==> src/rtl/wb_regfile.sv <==
// MEM/WB stage register feeding a 2**ADDR_W-entry register file with two combinational read ports.
// Define WB_REGFILE_BYPASS_EN to make a read of the index being written return the new value in that same cycle.
module wb_regfile #(
  parameter int DATA_W = 32,
  parameter int ADDR_W = 5
) (
  input  logic              i_clk,
  input  logic              i_reset_n,
  input  logic              i_reg_write,
  input  logic              i_mem_to_reg,
  input  logic [ADDR_W-1:0] i_dest_reg,
  input  logic [DATA_W-1:0] i_alu_result,
  input  logic [DATA_W-1:0] i_mem_data,
  input  logic [ADDR_W-1:0] i_rs_addr,
  input  logic [ADDR_W-1:0] i_rt_addr,
  output logic [DATA_W-1:0] o_rs_data,
  output logic [DATA_W-1:0] o_rt_data,
  output logic              o_wb_we,
  output logic [ADDR_W-1:0] o_wb_dest,
  output logic [DATA_W-1:0] o_wb_data
);

  localparam int NREG = 1 << ADDR_W;

  logic              wb_we_q, wb_we_d;
  logic [ADDR_W-1:0] wb_dest_q, wb_dest_d;
  logic [DATA_W-1:0] wb_data_q, wb_data_d;
  logic [DATA_W-1:0] regs_q [NREG];

  // A write to index 0 is dropped here, so the array never sees one.
  always_comb begin
    wb_we_d   = i_reg_write & (i_dest_reg != '0);
    wb_dest_d = i_dest_reg;
    wb_data_d = i_mem_to_reg ? i_mem_data : i_alu_result;
  end

  always_ff @(posedge i_clk or negedge i_reset_n) begin
    if (!i_reset_n) begin
      wb_we_q   <= 1'b0;
      wb_dest_q <= '0;
      wb_data_q <= '0;
    end else begin
      wb_we_q   <= wb_we_d;
      wb_dest_q <= wb_dest_d;
      wb_data_q <= wb_data_d;
    end
  end

  always_ff @(posedge i_clk or negedge i_reset_n) begin
    if (!i_reset_n) begin
      for (int i = 0; i < NREG; i++) regs_q[i] <= '0;
    end else if (wb_we_q) begin
      regs_q[wb_dest_q] <= wb_data_q;
    end
  end

  function automatic logic [DATA_W-1:0] read_port(input logic [ADDR_W-1:0] addr);
    logic [DATA_W-1:0] val;
    if (addr == '0) begin
      val = '0;
    end else begin
      val = regs_q[addr];
`ifdef WB_REGFILE_BYPASS_EN
      if (wb_we_q && (wb_dest_q == addr)) val = wb_data_q;
`endif
    end
    return val;
  endfunction

  always_comb begin
    o_rs_data = read_port(i_rs_addr);
    o_rt_data = read_port(i_rt_addr);
  end

  assign o_wb_we   = wb_we_q;
  assign o_wb_dest = wb_dest_q;
  assign o_wb_data = wb_data_q;

endmodule

==> config.mk <==
export PLATFORM = sky130hd
export DESIGN_NAME = wb_regfile
export DESIGN_NICKNAME = d
export VERILOG_FILES = /design/src/rtl/wb_regfile.sv
export SDC_FILE = /design/constraint.sdc
export NUM_CORES = 2
export LEC_CHECK = 0
export BUFFER_PORTS_ARGS = -buffer_cell sky130_fd_sc_hd__clkbuf_2
export CAP_MARGIN = 10
export CORE_AREA = 2 2 379 381
export DETAILED_ROUTE_END_ITERATION = 8
export DIE_AREA = 0 0 381 383
export RECOVER_POWER = 25
export SYNTH_ARGS = -nofsm -noshare
export SYNTH_HDL_FRONTEND = slang
export SYNTH_SLANG_ARGS = --single-unit
export TNS_END_PERCENT = 100
==> constraint.sdc <==
create_clock -name i_clk -period 1.8 [get_ports i_clk]
set_input_delay 0.09 -clock i_clk [delete_from_list [all_inputs] [get_ports i_clk]]
set_output_delay 0.09 -clock i_clk [all_outputs]
set_load 0.01 [all_outputs]
After elaboration in Yosys (flattened, before gate mapping):

Cells that the tools add are included.

* input bits: 83
* register bits after elaboration: 1062
* output and inout bits: 102

* bitwise gates (word level): 4
* reduce and logical (&&, ||, !) cells: 4
* order comparisons: 4
* mux-type cells: 12

Operators by type and width (count)
* bitwise mux 1024 bit: 1
* binary-select mux 32 bit (select 5 bit): 2
* two-way mux 32 bit: 8
* demux 32 bit (select 5 bit): 1
* greater-or-equal comparator 6 bit (second input constant): 3
* inverter 5 -> 6 bit: 3
* zero test 5 bit: 2
* less-than comparator 6 x 1 -> 1 bit (second input constant): 1
* nonzero test 5 bit: 1
* AND 1 bit: 1
* logical AND 1 bit: 1

Depth between registers and ports, before layout:

* depth in word-level cells: 6
* depth in mapped cells: 7

Worst setup path after synthesis:

Ideal clock, no wire load.

* kind: register to register
* start: register wb_dest_q[0] (netlist: o_wb_dest[0])
* end: register regs_q[637] (netlist name)
* buffers on the path: 1
* library setup time: 125 ps
* required time: 1675 ps
* stages on the path, launching flop included: 5
* setup slack: 17 ps
* arrival time: 1659 ps
* cells stage by stage: dfrtp_1 or3b_1 nor2_2 buf_4 mux2_2

* cells in the longest elaborated chain, start to end: 6
* elaborated cells on any way between the ends: 7

RTL lines
* start: declaration: RTL line 26 `logic [ADDR_W-1:0] wb_dest_q, wb_dest_d;`
* start signal: assignment: RTL line 44 `wb_dest_q <= wb_dest_d;`
* inverter 5 -> 6 bit (implied by the code) (*): RTL line 53 `regs_q[wb_dest_q] <= wb_data_q;`
* greater-or-equal comparator 6 bit (implied by the code) / less-than comparator 6 x 1 -> 1 bit (equally long branches): RTL line 53
* logical AND 1 bit (implied by the code): RTL line 53
* two-way mux 32 bit (implied by the code): RTL line 53
* demux 32 bit (select 5 bit) (*): RTL line 53
* bitwise mux 1024 bit (*): RTL line 53
* end signal: indexed assignment: RTL line 53
* end: declaration: RTL line 28 `logic [DATA_W-1:0] regs_q [NREG];`

Every way passes the cells marked *; elsewhere a longest branch is shown, timed or not.
A chain may end at the register's enable or synchronous reset.

Worst setup path in the final report:

* start: register regs_q[645] (netlist name)
* end: output o_rt_data[5]

* cells in the longest elaborated chain, start to end: 4

RTL lines
* binary-select mux 32 bit (select 5 bit): RTL line 62 `val = regs_q[addr];`
* two-way mux 32 bit (implied by the code) (2 in a row): RTL line 62
* two-way mux 32 bit: RTL line 59 `if (addr == '0) begin`
* end: declaration: RTL line 17 `output logic [DATA_W-1:0] o_rt_data,`

Every way passes these cells. The select of a mux whose other input is x is not followed.

==> summary.md <==
| Metric | Value |
|---|---|
| Setup CP Type | `register to output pin` |
| Cell taking the most area after synthesis | `dfrtp_1` |
| Hold Slack | `0.0622 ns` |
| Initial core utilization | `0.396` |
| Max-cap violations | `0` |
| Min-Delay Endpoint | `o_wb_data[5]$_DFF_PN0_` |
| Initial antenna violation count | `3` |
| Worst-path maximum fanout | `3` |
| Worst Path Arrival | `between 2 and 3 ns` |
| Top cells by area, synth | `dfrtp_1 47%, mux2_2 21%, mux4_2 18%` |
| Largest net degree at the start of global routing | `64` |
| RD Place Congestion | `about 0.85` |
| Net Switching | `approximately 21 mW` |
| Main synth FF type | `dfrtp_1` |
| Post-route clock skew | `0.0450 ns` |
| Syn_area_per_cell | `15.3 um^2` |
| Grt ovf | `0` |
| Combinational cell fraction of total power | `0.238` |
| Clock sinks | `1,062` |
| Area of the core | `142,000 um^2` |
| # port buffers | `184` |
| Worst Tran Pin Value | `0.996 ns` |
| EDFF count, synth | `0` |
| VDD IR max | `0.922 mV` |
| Number of vias per cell | `around 6.2` |
| Gr usage total | `0.277` |
| Period minus WS final | `2.60 ns` |
| Antenna Nets Post-Route | `0` |
| Dpl hpwl | `around 130,000 um` |
| Final Hold Violating Endpoints | `0` |
| R2r endpoint | `regs_q[995]$_DFFE_PN0P_` |
| LEAKAGE | `31.8 nW` |
| I/O pin count | `185` |
| Hold_sp | `i_alu_result[5]` |
| Skew-Pair Late Insertion Delay | `around 0.79 ns` |
| Layout cell share with drive strength beyond 1 | `0.631` |
| Pre-CTS WS | `-0.760 ns` |
| Drt pass-1 iters | `6` |
| Die extent in y | `383 um` |
| Clock transition at the registers of the reported paths | `roughly 0.060 ns` |
| Max Fclk | `just under 0.4 GHz` |
| R2r startpoint | `o_wb_dest[2]$_DFF_PN0_` |
| Sequential area share after synthesis | `0.472` |
| Critical path origin | `regs_q[645]$_DFFE_PN0P_` |
| Setup TNS | `-187.00 ns` |
| CTS HTree Levels | `3` |
| Post-synthesis cell type count | `40` |
| Sequential cell area | `26,600 um^2` |
| Fill cell count | `11.8k` |
| Ys async rst share | `1.00` |
| Final Cycle Share | `1.45` |
| Area delta synth->final | `29.5%` |
| First-pass GRT wire length | `295,000 um` |
| Failing checks | `setup timing` |
| Post-synth top area share | `0.472` |
| Commonest non-fill, non-tap cell in the layout | `dfrtp_1` |
| TritonCTS clock tree | `built` |
| RSZ-0062 raised after global routing | `true` |
| Sw Ratio | `0.282` |
| Die W | `381 um` |
| Clock power frac | `0.332` |
| Max Slew Vio Count | `0` |
| Yosys reg bits | `1,062` |
| PwrDens | `1030 nW/um^2` |
| Multi-input logic area | `approximately 30,000 um^2` |
| Cell Area, Synth | `around 56,000 um^2` |
| Number of DRC markers in iteration 0 | `3,822` |
| Most frequent cells in the layout | `1,055 x dfrtp_1, 888 x mux2_2, 448 x mux4_2` |
| Critical path capture point type | `output pin` |
| R2r worst-path depth | `8` |
| TritonCTS Buffers | `120` |
| Min-Delay Path Depth | `3` |
| Vias in the first global route | `40.3k` |
| DR WL/cell | `between 30 and 40 um` |
| Total number of vias | `slightly below 40k` |
| Final setup margin | `-0.803 ns` |
| Nets | `~4.4k` |
| Cells after Synth | `3,693` |
| DRC | `0` |
| Status | `complete, but fails checks` |
| Sequential Power Share | `0.430` |
| Cell Rows | `between 100 and 150` |
| Clock Root Buffer | `clkbuf_16` |
| CP required | `roughly 1.7 ns` |
| R2R Setup Slk | `-0.26 ns` |
| Clock buffer depth | `3` |
| Max_slew headroom | `0.335` |
| Hold Crit Class | `primary input to register` |
| Die area | `about 150,000 um^2` |
| Mapped Nets | `3,776` |
| Int Pwr | `54.1 mW` |
| Ys Warns | `0` |
| Startpoint types | `register` |
| Setup violations, final | `1,362` |
| Final WL | `208,000 um` |
==> synth_stat cells, types with 2 or more instances <==
library cell,n
mux2_2,1069
dfrtp_1,1062
mux4_2,448
clkbuf_1,149
buf_2,137
mux2i_1,128
o21ai_1,95
buf_4,72
nor2b_1,66
a211oi_1,64
a22oi_1,64
a311oi_1,64
nand2_1,53
mux2_1,51
a221oi_1,46
buf_6,33
o2111ai_1,18
o21ai_0,15
nor2_1,12
nor2_2,11
buf_1,5
nand3b_1,4
nor3b_1,4
inv_2,2
nand2b_1,2
nand3_1,2
nor2b_4,2
or2_1,2
or4_4,2
==> worst max path at each step <==
stage                                    to  cells past startpoint  slack [ns]
finish                         o_rt_data[5]                      7       -0.80
global route                   o_rt_data[5]                      7       -0.86
CTS                            o_rt_data[5]                      7       -0.85
detailed placement            o_rs_data[25]                      7       -0.76
global placement              o_rt_data[27]                      8       -0.87
floorplan           regs_q[637]$_DFFE_PN0P_                      4        0.02
==> registers in the layout, summed over array words and instances (netlist names) <==
| register | count |
|---|---|
| regs_q | 1024 |
| o_wb_dest | 5 |
| o_wb_data | 32 |
| o_wb_we | 1 |
==> kinds of logic (layout without fill, tap and decap cells) <==
kind of cell	Yosys count	in the layout	synth area share
flip-flops	1062	1062	0.472
multiplexers	1696	1696	0.426
AND/OR/NAND/NOR	168	168	0.0164
AO/OA/AOI/OAI	367	367	0.0469
buffers and inverters	400	1119	0.0394
other	0	3	0
==> critical path, stage by stage, from the launching register on <==
cell and delay (ns):
dfrtp_1 0.40, mux4_2 0.50, nor2b_4 0.14, a211oi_2 0.18
buf_4 0.14, a311oi_2 0.04, buf_4 0.22, buf_6 0.11
==> layout make-up <==
class	count	area share
tap	1903	0.0326
inverter	2	0.000171
sequential	1062	0.364
clock inverter	37	0.00622
clock buffer	180	0.0486
timing repair buffer	900	0.140
multi-input combinational	2231	0.407
antenna	3	0.000103
==> stage by stage <==
step                std cells  instance area [um^2]  total power, mW  utilization
floorplan                3693                 56300             42.6            -
global placement         5895                 63800             48.0        0.448
detailed placement       5897                 63800             48.6        0.449
CTS                      6282                 71500             74.8        0.503
global route             6316                 73000             78.3        0.513
finish                   6318                 73000             75.4        0.513
==> routing by layer <==
layer / vias to the layer above / global-route usage / part of all wire
li1: 15700 / - / -
met3: 415 / 0.0443 / 0.078
met4: 2 / 0.110 / 0.043
met2: 1833 / 0.437 / 0.47
met1: 21500 / 0.384 / 0.41
met5: - / 0 / 0.00052
==> power by group through the flow <==
stage	registers [mW]	clock network [mW]	logic [mW]
6_report	32.4	25.1	18.0
5_1_grt	32.9	26.4	19.0
4_1_cts	32.1	25.4	17.3
3_5_place_dp	32.5	0	16.0
3_3_place_gp	32.3	0	15.7
2_1_floorplan	31.4	0	11.2
==> timing repair <==
item	CTS	global route
gates resized for setup	376	249
endpoints found under the setup margin	1090	1078
setup buffers	77	33
hold endpoints to repair	1100	0
gates cloned	27	17
hold buffers	79	0
pin swaps	61	48
No activity file was read; power rests on OpenSTA's default activity.
